===== config.mk =====
export PLATFORM = sky130hd
export DESIGN_NAME = ysyx_25060170_wbu
export DESIGN_NICKNAME = d
export VERILOG_FILES = /design/src/rtl/ysyx_25060170_wbu.sv
export SDC_FILE = /design/constraint.sdc
export NUM_CORES = 1
export LEC_CHECK = 0
export BUFFER_PORTS_ARGS = -buffer_cell sky130_fd_sc_hd__buf_4
export CAP_MARGIN = 20
export CORE_MARGIN = 10
export CORE_UTILIZATION = 35
export CTS_CLUSTER_SIZE = 10
export DETAILED_ROUTE_END_ITERATION = 10
export PLACE_DENSITY = 0.59
export SETUP_SLACK_MARGIN = 0.1
export SLEW_MARGIN = 20
export SYNTH_ARGS = -nofsm -noshare
export SYNTH_HDL_FRONTEND = slang
export SYNTH_SLANG_ARGS = --single-unit
export TNS_END_PERCENT = 5

===== constraint.sdc =====
create_clock -name clk -period 6.41 [get_ports clk]
set_input_delay 0.9615 -clock clk [delete_from_list [all_inputs] [get_ports clk]]
set_output_delay 0.9615 -clock clk [all_outputs]
set_load 0.05 [all_outputs]

===== src/rtl/ysyx_25060170_wbu.sv =====
// Write-back unit: arbitrates EXU/LSU results into a small in-order FIFO and
// drives one registered GPR write per cycle. Optional counters: WBU_PERF_CNT_EN.
module ysyx_25060170_wbu #(
  parameter int DATA_W     = 32,
  parameter int ADDR_W     = 5,
  parameter int FIFO_DEPTH = 2
) (
  input  logic              clk,
  input  logic              rst,
  input  logic              exu_valid,
  output logic              exu_ready,
  input  logic [ADDR_W-1:0] exu_rd,
  input  logic [DATA_W-1:0] exu_data,
  input  logic              lsu_valid,
  output logic              lsu_ready,
  input  logic [ADDR_W-1:0] lsu_rd,
  input  logic [DATA_W-1:0] lsu_data,
  input  logic              wb_stall,
  output logic              GPR_we,
  output logic [ADDR_W-1:0] GPR_writer,
  output logic [DATA_W-1:0] GPR_wd,
  output logic [31:0]       rd_busy
`ifdef WBU_PERF_CNT_EN
  ,
  output logic [31:0]       wb_cnt,
  output logic [31:0]       stall_cnt
`endif
);

  localparam int PTR_W = (FIFO_DEPTH > 1) ? $clog2(FIFO_DEPTH) : 1;
  localparam int CNT_W = $clog2(FIFO_DEPTH + 1);
  localparam logic [CNT_W-1:0] DEPTH_C  = CNT_W'(FIFO_DEPTH);
  localparam logic [PTR_W-1:0] PTR_LAST = PTR_W'(FIFO_DEPTH - 1);

  logic [ADDR_W-1:0] fifo_rd_q   [FIFO_DEPTH];
  logic [DATA_W-1:0] fifo_data_q [FIFO_DEPTH];
  logic [PTR_W-1:0]  head_q, head_d, tail_q, tail_d;
  logic [CNT_W-1:0]  count_q, count_d;
  logic              we_q, we_d;
  logic [ADDR_W-1:0] writer_q, writer_d;
  logic [DATA_W-1:0] wd_q, wd_d;

  logic              not_full, fifo_empty;
  logic              acc_lsu, acc_exu, accept;
  logic              pop, bypass, push;
  logic [ADDR_W-1:0] acc_rd;
  logic [DATA_W-1:0] acc_data;
  logic [FIFO_DEPTH-1:0] slot_vld;

  function automatic logic [PTR_W-1:0] ptr_inc(input logic [PTR_W-1:0] p);
    return (p == PTR_LAST) ? '0 : p + 1'b1;
  endfunction

  // Ready looks only at the registered count so no path exists from wb_stall.
  assign not_full   = (count_q != DEPTH_C);
  assign fifo_empty = (count_q == '0);
  assign lsu_ready  = not_full;
  assign exu_ready  = not_full && !lsu_valid;

  assign acc_lsu  = lsu_valid && lsu_ready;
  assign acc_exu  = exu_valid && exu_ready;
  assign accept   = acc_lsu || acc_exu;
  assign acc_rd   = acc_lsu ? lsu_rd   : exu_rd;
  assign acc_data = acc_lsu ? lsu_data : exu_data;

  assign pop    = !wb_stall && !fifo_empty;
  assign bypass = !wb_stall && fifo_empty && accept;
  assign push   = accept && !bypass;

  always_comb begin
    we_d     = 1'b0;
    writer_d = writer_q;
    wd_d     = wd_q;
    if (!wb_stall) begin
      if (!fifo_empty) begin
        writer_d = fifo_rd_q[head_q];
        wd_d     = fifo_data_q[head_q];
        we_d     = |fifo_rd_q[head_q];
      end else if (accept) begin
        writer_d = acc_rd;
        wd_d     = acc_data;
        we_d     = |acc_rd;
      end
    end
    head_d  = pop  ? ptr_inc(head_q) : head_q;
    tail_d  = push ? ptr_inc(tail_q) : tail_q;
    count_d = count_q + CNT_W'(push) - CNT_W'(pop);
  end

  always_ff @(posedge clk or negedge rst) begin
    if (!rst) begin
      head_q   <= '0;
      tail_q   <= '0;
      count_q  <= '0;
      we_q     <= 1'b0;
      writer_q <= '0;
      wd_q     <= '0;
    end else begin
      head_q   <= head_d;
      tail_q   <= tail_d;
      count_q  <= count_d;
      we_q     <= we_d;
      writer_q <= writer_d;
      wd_q     <= wd_d;
    end
  end

  // Payload storage needs no reset: occupancy is tracked by count/head only.
  always_ff @(posedge clk) begin
    if (push) begin
      fifo_rd_q[tail_q]   <= acc_rd;
      fifo_data_q[tail_q] <= acc_data;
    end
  end

  for (genvar gi = 0; gi < FIFO_DEPTH; gi++) begin : g_slot
    localparam logic [CNT_W-1:0] IDX_C = CNT_W'(gi);
    logic [CNT_W-1:0] head_c;
    logic [CNT_W-1:0] off;
    assign head_c       = CNT_W'(head_q);
    assign off          = (IDX_C >= head_c) ? (IDX_C - head_c) : (IDX_C + DEPTH_C - head_c);
    assign slot_vld[gi] = (off < count_q);
  end

  always_comb begin
    rd_busy = '0;
    for (int i = 0; i < FIFO_DEPTH; i++) begin
      if (slot_vld[i]) rd_busy[fifo_rd_q[i]] = 1'b1;
    end
    if (we_q) rd_busy[writer_q] = 1'b1;
    rd_busy[0] = 1'b0;
  end

  assign GPR_we     = we_q;
  assign GPR_writer = writer_q;
  assign GPR_wd     = wd_q;

`ifdef WBU_PERF_CNT_EN
  logic [31:0] wb_cnt_q, stall_cnt_q;

  always_ff @(posedge clk or negedge rst) begin
    if (!rst) begin
      wb_cnt_q    <= '0;
      stall_cnt_q <= '0;
    end else begin
      if (we_d) wb_cnt_q <= wb_cnt_q + 32'd1;
      if (wb_stall && !fifo_empty) stall_cnt_q <= stall_cnt_q + 32'd1;
    end
  end

  assign wb_cnt    = wb_cnt_q;
  assign stall_cnt = stall_cnt_q;
`endif

endmodule


==> results of run 1 <==
-- synth_stat cells (5+ instances only) --
cell type,number,area (um^2)
o21ai_0,68,340
clkbuf_1,15,56.3
o221ai_1,32,280
nor2_1,13,48.8
edfxtp_1,74,2220
mux2_2,61,687
dfrtp_1,42,1050
o22a_1,5,43.8
mux2i_1,37,370
buf_2,18,90.1
mux2_4,10,150
nand3b_1,11,82.6
nand2_1,103,387
-- state kept, by name, summed over array words and instances (netlist names) --
signal       cells
head_q           1
GPR_we           1
fifo_rd_q       10
GPR_wd          32
GPR_writer       5
fifo_data_q     64
tail_q           1
count_q          2
-- worst max-delay path: stages, from the launching register on --
cell and delay [ns]:
dfrtp_2 1.01, a21o_1 0.28, nand3b_1 0.30, or2_2 0.39, o211ai_1 0.08, buf_4 0.23
-- worst paths after layout --
path	startpoint	end	slack (ns)	depth (start not counted)
max	head_q	rd_busy[13]	2.73	5
min	GPR_wd[21]	GPR_wd[21]	0.48	2
min in group asynchronous	rst	GPR_wd[17]	0.57	1
min reg2reg	GPR_wd[21]	GPR_wd[21]	0.48	2
max in group asynchronous	rst	head_q	5.40	1
max reg2reg	count_q[0]	count_q[1]	4.23	6
-- power groups by stage --
| stage | combinational [mW] | sequential (mW) | clock [mW] |
|---|---|---|---|
| after floorplan | 1.02 | 1.69 | 0 |
| after global placement | 1.88 | 1.39 | 0 |
| after detailed placement | 1.91 | 1.41 | 0 |
| after CTS | 1.91 | 1.40 | 0.958 |
| after global routing | 2.06 | 1.44 | 1.00 |
| final | 1.93 | 1.40 | 0.941 |
-- per-layer routing --
metal  GRT usage (%)  up-vias  share of wire (%)
met2            22.9      239                 47
met3            5.94       24                9.1
met1            18.0     2309                 43
met4            4.59        0                1.4
li1                -     2314                  -
met5               0        -                  0
-- cell usage in the layout, fill, tap and decap left out, types with 4 or more instances in the layout --
| cell | n |
|---|---|
| o21ai_0 | 68 |
| o221ai_1 | 32 |
| o22a_1 | 5 |
| o211ai_1 | 4 |
| nand3b_1 | 11 |
| mux2_4 | 10 |
| nand2_1 | 102 |
| edfxtp_1 | 74 |
| nor3b_1 | 4 |
| mux2i_1 | 37 |
| nor2_1 | 11 |
| clkinv_2 | 6 |
| clkbuf_16 | 17 |
| buf_4 | 150 |
| o21ai_1 | 4 |
| dfrtp_1 | 41 |
| mux2_2 | 61 |
| nand3_1 | 4 |
-- final cells by class --
| cell class | count | area [um^2] | share of cell area [%] |
|---|---|---|---|
| repair buffers | 152 | 1180 | 14.5 |
| inverters | 3 | 11.3 | 0.139 |
| multi-input cells | 392 | 2780 | 34.2 |
| clock inverters | 12 | 135 | 1.66 |
| flip-flops and latches | 116 | 3270 | 40.3 |
| clock buffers | 20 | 457 | 5.62 |
| well taps | 225 | 282 | 3.47 |
-- cell families (layout without fill, tap and decap cells) --
family	count (synthesis)	after routing	share of synthesized area [%]
mux	108	108	19.3
other cells	1	1	0.0601
compound gates	121	121	12.4
simple gates	158	158	11.6
flops	116	116	52.4
buf+inv	44	187	3.49
xor+xnor	3	3	0.421
fa+ha+maj	1	1	0.200
-- metrics by stage --
step / power, mW / worst slack [ns] / hold WS, ns / utilization [%] / std cells
floorplan: 2.71 / 2.87 / 0.468 / - / 552
global placement: 3.27 / 3.21 / 0.471 / 42.9 / 886
detailed placement: 3.31 / 3.14 / 0.473 / 42.9 / 886
CTS: 4.27 / 2.69 / 0.484 / 46.3 / 918
global route: 4.50 / 2.54 / 0.505 / 46.6 / 920
finish: 4.27 / 2.73 / 0.480 / 46.6 / 920
==> results.ini, run 1 <==
[global_routing]
grt_max_degree = 77
grt_overflow = 0
grt_first_pass_wirelength_mm = 27.7
grt_pass1_vias = 5035
grt_use_total_pct = 14.6
antenna_found_initial = 0

[yosys]
yosysWarnings = 0
ys_types = 44
syn_avg_cell_area_um2 = 11.3
synthFlopType = edfxtp_1
ys_seq_elements = 116
syn-cell-area_um2 = 6240
synth_seq_area_share_pct = 52.4
synthArstFlopShare_pct = 36.2
netlist_instances = 552
syn_nets = 632
synth_edf_count = 74

[drt]
vias_per_cell = 5.31
ant_nets = 0
drtPass1Iterations = 5
dr_total_vias = 4886
drc_errors = 0
wl_mm = 17.7
drt_iter0_drc = 354
avgRoutedWirePerCell_um = 19.2

[clock_network]
clockBufferDepth = 2
cts_tree = done
htree_levels = 4
numClockSinks = 116
numCtsBuffers = 17
cts_resized = 0
cts.clk_slew.worst_paths_ns = 0.06
clk_latency_ns = 0.41
cts_root_buf = clkbuf_16
post_cts_buffers = 0
hold_buffers = 0

[power_and_ir_drop]
pwr-share-comb_pct = 45.2
clock_power_share_pct = 22.1
power_per_cell_area_nw_per_um2 = 525
power_leakage_nw = 3.30
vdd_drop_max_v = 0.000309
p_sw_mw = 1.83
switching_share_pct = 43.0
pwr-share-seq_pct = 32.7
p_int_mw = 2.43

[timing]
rsz0062_at_grt = no
setup_viol = 0
finalHoldViolations = 0
slew_violations = 0
skew_ns = 0.0112
min_period_ns = 3.68
tightest_slew_ns = 1.06
clock.fmax_mhz = 272
timing.final.crit_share_pct = 57.4
relSlewSlack_pct = 29.1
finalSetupTns_ns = 0

[final_layout]
nets = 762
fin_area_um2 = 8120
layout-drive-gt1-share_pct = 37.8
n_fill_cell = 1607
diodes = 0
areaGrowthSynthToFinish_pct = 30.1

[setup_path]
cp_max_fo = 40
cp-start-kind = register
critPathKind = reg2out
cp-end-kind = output port
arrival_ns = 2.72
cp.required_ns = 5.45

[die]
rows = 48
start_util_pct = 35.8
core_area_um2 = 17400
ioPinCount = 151
die_y_um = 154
die_area_um2 = 23600
die_x_um = 154

[placed_design]
io_buffers = 149
placed_area_um2 = 7470
gp_congestion = 0.904
dp_hpwl_mm = 12.3

[hold_path]
hp-class = reg2reg

[run_status]
outcome = finished clean

[run]
drv_cap = 0

No activity file was read; power rests on OpenSTA's default activity.
==> inputs of run 2 (changes only) <==
- clock period: 6.41 -> 3.68 ns (I/O delays scaled with it)
==> results.ini, run 2 (synthesis results as in run 1) <==
[clock_network]
clockBufferDepth = 2  ; unchanged
numClockSinks = 116  ; unchanged
cts.clk_slew.worst_paths_ns = 0.05  ; about the same
hold_buffers = 0  ; unchanged
cts_tree = done
clk_latency_ns = 0.41  ; about the same
numCtsBuffers = 17  ; unchanged
post_cts_buffers = 0  ; unchanged
htree_levels = 4  ; unchanged
cts_root_buf = clkbuf_16
cts_resized = 0  ; unchanged

[drt]
ant_nets = 0  ; unchanged
vias_per_cell = 5.27  ; -0.73%
wl_mm = 18.0  ; +1.7%
drtPass1Iterations = 5  ; unchanged
avgRoutedWirePerCell_um = 19.5  ; +1.5%
drt_iter0_drc = 262  ; -26%
dr_total_vias = 4861  ; -0.51%
drc_errors = 0  ; unchanged

[global_routing]
grt_max_degree = 77  ; unchanged
grt_overflow = 0  ; unchanged
grt_pass1_vias = 5113  ; +1.5%
grt_use_total_pct = 15.1  ; +0.47 points
grt_first_pass_wirelength_mm = 28.5  ; +2.9%
antenna_found_initial = 0  ; unchanged

[timing]
holdWs_ns = 0.148  ; -0.332 ns
min_period_ns = 2.92
tightest_slew_ns = 0.903  ; -0.160 ns
slew_violations = 0  ; unchanged
relSlewSlack_pct = 39.7  ; +11 points
rsz0062_at_grt = no
setup_viol = 0  ; unchanged
finalHoldViolations = 0  ; unchanged
timing.final.crit_share_pct = 79.3
setup_slack_ns = 0.762  ; -1.97 ns
clock.fmax_mhz = 343
skew_ns = 0.00833  ; -0.00289 ns
finalSetupTns_ns = 0  ; unchanged

[final_layout]
diodes = 0  ; unchanged
final_cell_mix = buf_4, nand2_1, edfxtp_1, o21ai_0, mux2_2
regMostFlops = fifo_data_q
mostFrequentLayoutCell = buf_4
nets = 764  ; +0.26%
areaGrowthSynthToFinish_pct = 29.6
largest_reg_flops = 64  ; unchanged
layout-drive-gt1-share_pct = 37.7  ; -0.11 points
stdcell_count = 922  ; +0.22%

[power_and_ir_drop]
p_total_mw = 7.35  ; +72%
power_per_cell_area_nw_per_um2 = 908  ; +73%
power_leakage_nw = 3.29  ; -0.36%
vdd_drop_max_v = 0.000471  ; +52%

[die]
die_x_um = 154  ; unchanged
start_util_pct = 35.8  ; unchanged
core_area_um2 = 17400  ; unchanged
die_area_um2 = 23600  ; unchanged
die_y_um = 154  ; unchanged
rows = 48  ; unchanged
ioPinCount = 151  ; unchanged

[setup_path]
cp-end-kind = output port
arrival_ns = 2.37  ; -0.35 ns
critPathKind = reg2out
cp-start-kind = register
cp_max_fo = 21  ; -48%
cp.required_ns = 3.13  ; -2.32 ns

[placed_design]
io_buffers = 149  ; unchanged
dp_cells = 890  ; +0.45%
dp_hpwl_mm = 12.9  ; +4.6%
gp_congestion = 0.915  ; +1.2%
place_ws_ns = 1.12  ; -2.02 ns

[run]
drv_cap = 0  ; unchanged

[run_status]
outcome = finished clean

[hold_path]
hp-class = in2async

run 2: cell types whose count changed in the layout (fill, tap and decap cells not counted), sizes merged:
cell      delta
bufinv       -2
clkbuf       +7
clkinvlp     -1
buf          +2
clkinv       -4
run 2: per-layer routing:
| metal | vias up | routed length, um | track usage (%) |
|---|---|---|---|
| met5 | - | 0 | 0 |
| met4 | 0 | 230 | 4.68 |
| met3 | 20 | 1520 | 5.16 |
| met2 | 205 | 8430 | 24.4 |
| met1 | 2319 | 7820 | 18.5 |
| li1 | 2317 | - | - |
run 2: final timing paths:
path                         startpoint                 end  slack [ns]  cells past startpoint
max                              head_q         rd_busy[15]        0.76                      5
min                                 rst          GPR_wd[16]        0.15                      1
max reg2reg                  count_q[1]          count_q[1]        1.46                      6
min reg2reg                  GPR_wd[16]          GPR_wd[16]        0.48                      2
max in group asynchronous           rst              head_q        3.05                      1
min in group clk           exu_data[26]  fifo_data_q[1][26]        0.47                      2
run 2: area by class of cell:
type | count | area, um^2
Clock buffer | 27 | 513
Multi-Input combinational cell | 392 | 2780
Sequential cell | 116 | 3270
Fill cell | 1627 | 9320
Timing Repair Buffer | 154 | 1180
Clock inverter | 5 | 50.0
Inverter | 3 | 11.3
Tap cell | 225 | 282
run 2: worst max-delay path, stage by stage, from the launching register on:
cell and delay, ns:
dfrtp_2 0.68, a21o_1 0.25, nand3_1 0.29, or2_2 0.40, o211ai_1 0.10, buf_4 0.24
run 2: power by group:
| part | switching (mW) | internal (mW) | total (mW) |
|---|---|---|---|
| clock | 0.539 | 1.01 | 1.55 |
| sequential | 0.399 | 1.99 | 2.39 |
| combinational | 2.26 | 1.16 | 3.41 |
run 2: stage by stage:
| step | area (um^2) | util [%] |
|---|---|---|
| after floorplan | 6240 | - |
| after global placement | 7520 | 43.2 |
| after detailed placement | 7520 | 43.2 |
| after CTS | 8090 | 46.4 |
| after global routing | 8090 | 46.5 |
| final | 8090 | 46.5 |
==> inputs of run 3 (changes only) <==
- PLACE_DENSITY: 0.59 -> 0.61
- clock period: 3.68 -> 2.45 ns (I/O delays scaled with it)
==> results.ini, run 3 (synthesis results as in run 1) <==
[setup_path]
cp.required_ns = 2.08  ; -1.05 ns
ff2ff_setup_slack_ns = 0.49  ; -0.97 ns
cp-end-kind = output port
arrival_ns = 1.95  ; -0.42 ns
cp-start-kind = register
cp_max_fo = 9  ; -57%
critPathKind = reg2out

[clock_network]
cts_tree = done
clockBufferDepth = 2  ; unchanged
cts_root_buf = clkbuf_16
htree_levels = 4  ; unchanged
clk_latency_ns = 0.41  ; about the same
numClockSinks = 116  ; unchanged
numCtsBuffers = 17  ; unchanged
cts.clk_slew.worst_paths_ns = 0.05  ; about the same

[drt]
drtPass1Iterations = 5  ; unchanged
drc_errors = 0  ; unchanged
drt_iter0_drc = 318  ; +21%
wl_mm = 18.1  ; +0.78%
dr_total_vias = 5067  ; +4.2%
vias_per_cell = 5.41  ; +2.7%
ant_nets = 0  ; unchanged
avgRoutedWirePerCell_um = 19.4  ; -0.72%

[final_layout]
postLayoutCoreUtil_pct = 47.3  ; +0.82 points
diodes = 0  ; unchanged
areaGrowthSynthToFinish_pct = 31.9
nets = 779  ; +2.0%
largest_reg_flops = 64  ; unchanged
mostFrequentLayoutCell = buf_4
regMostFlops = fifo_data_q
stdcell_count = 936  ; +1.5%
final_cell_mix = buf_4, nand2_1, edfxtp_1, o21ai_0, mux2_2
n_fill_cell = 1618  ; -0.55%
layout-drive-gt1-share_pct = 39.9  ; +2.2 points

[power_and_ir_drop]
pwr-share-comb_pct = 48.0  ; +1.6 points
p_int_mw = 6.34  ; +52%
vdd_drop_max_v = 0.000944  ; +100%
power_leakage_nw = 3.36  ; +2.0%
clock_power_share_pct = 20.6  ; -0.5 points
switching_share_pct = 43.2  ; -0.24 points
p_total_mw = 11.2  ; +52%
power_per_cell_area_nw_per_um2 = 1350  ; +49%
p_sw_mw = 4.82  ; +51%
pwr-share-seq_pct = 31.4  ; -1.1 points

[die]
ioPinCount = 151  ; unchanged
core_area_um2 = 17400  ; unchanged
die_y_um = 154  ; unchanged
rows = 48  ; unchanged
start_util_pct = 35.8  ; unchanged
die_x_um = 154  ; unchanged
die_area_um2 = 23600  ; unchanged

[global_routing]
grt_pass1_vias = 5116  ; +0.059%
grt_overflow = 0  ; unchanged
grt_first_pass_wirelength_mm = 28.4  ; -0.19%
grt_use_total_pct = 14.8  ; -0.25 points
grt_max_degree = 53  ; -31%
antenna_found_initial = 0  ; unchanged

[run]
drv_cap = 0  ; unchanged

[timing]
timing.final.crit_share_pct = 94.5
slew_violations = 0  ; unchanged
clock.fmax_mhz = 432
skew_ns = 0.0126  ; +0.00428 ns
min_period_ns = 2.31
finalHoldViolations = 0  ; unchanged
setup_viol = 0  ; unchanged
tightest_slew_ns = 0.654  ; -0.249 ns
relSlewSlack_pct = 56.4  ; +17 points
rsz0062_at_grt = yes

[run_status]
outcome = finished clean

[placed_design]
gp_congestion = 0.894  ; -2.3%
io_buffers = 149  ; unchanged
dp_cells = 894  ; +0.45%
dp_hpwl_mm = 12.8  ; -1.1%

[hold_path]
hp-class = in2reg

-- run 3: changes by cell type in the layout (fill, tap and decap cells not counted), sizes merged --
cell / before / now
clkinv: 4 / 6
bufinv: 1 / 2
buf: 154 / 168
dlygate4sd3: 0 / 1
clkbuf: 27 / 23
-- run 3: layout make-up --
| cell class | instances | area (um^2) | share of cell area [%] |
|---|---|---|---|
| clock buffer | 23 | 458 | 5.56 |
| clock inverter | 8 | 85.1 | 1.03 |
| inverter | 3 | 11.3 | 0.137 |
| multi-input combinational | 392 | 2820 | 34.2 |
| sequential | 116 | 3280 | 39.8 |
| tap | 225 | 282 | 3.42 |
| timing repair buffer | 169 | 1300 | 15.8 |
-- run 3: per-layer routing --
metal  share of wire, %  GRT usage (%)  up-vias
met5                  0              0        -
met4                1.7           4.27        0
met3                8.7           5.69       28
met2                 46           23.1      225
met1                 44           18.7     2458
li1                   -              -     2356
-- run 3: worst paths after layout --
path | startpoint | endpoint | cells past startpoint
min in group asynchronous | rst | GPR_wd[16] | 2
worst max-delay path | fifo_rd_q[0][2] | rd_busy[10] | 3
worst min register to register | GPR_wd[28] | GPR_wd[28] | 2
worst max register to register | count_q[0] | fifo_data_q[0][15] | 5
max in group asynchronous | rst | count_q[0] | 2
worst min-delay path | lsu_data[29] | fifo_data_q[1][29] | 2
-- run 3: timing repair --
item / in CTS / in global routing
gates resized for setup: 4 / 10
setup buffers: 1 / 9
pin swaps: 0 / 4
endpoints found under the hold margin: 1 / 0
hold buffers: 1 / 0
endpoints found under the setup margin: 5 / 30
-- run 3: metrics by stage --
| step | TNS [ns] | hold slack [ns] | setup WS (ns) | instance area (um^2) |
|---|---|---|---|---|
| 2_1_floorplan | -36.63 | 0.0719 | -0.495 | 6240 |
| 3_3_place_gp | 0 | 0.432 | 0.475 | 7550 |
| 3_5_place_dp | 0 | 0.436 | 0.405 | 7550 |
| 4_1_cts | 0 | 0.264 | 0.103 | 8130 |
| 5_1_grt | 0 | 0.270 | 0.0739 | 8240 |
| 6_report | 0 | 0.283 | 0.136 | 8240 |
-- run 3: worst max-delay path: stages (launching register included) --
cell	delay (ns)
edfxtp_1	0.50
or3b_2	0.57
o221ai_1	0.23
buf_4	0.24
-- run 3: power by group through the flow --
| stage | Sequential, mW | Combinational (mW) | Clock [mW] |
|---|---|---|---|
| finish | 3.50 | 5.35 | 2.30 |
| global route | 3.60 | 5.73 | 2.45 |
| CTS | 3.52 | 5.25 | 2.36 |
| detailed placement | 3.53 | 5.22 | 0 |
| global placement | 3.51 | 5.15 | 0 |
| floorplan | 4.41 | 2.68 | 0 |
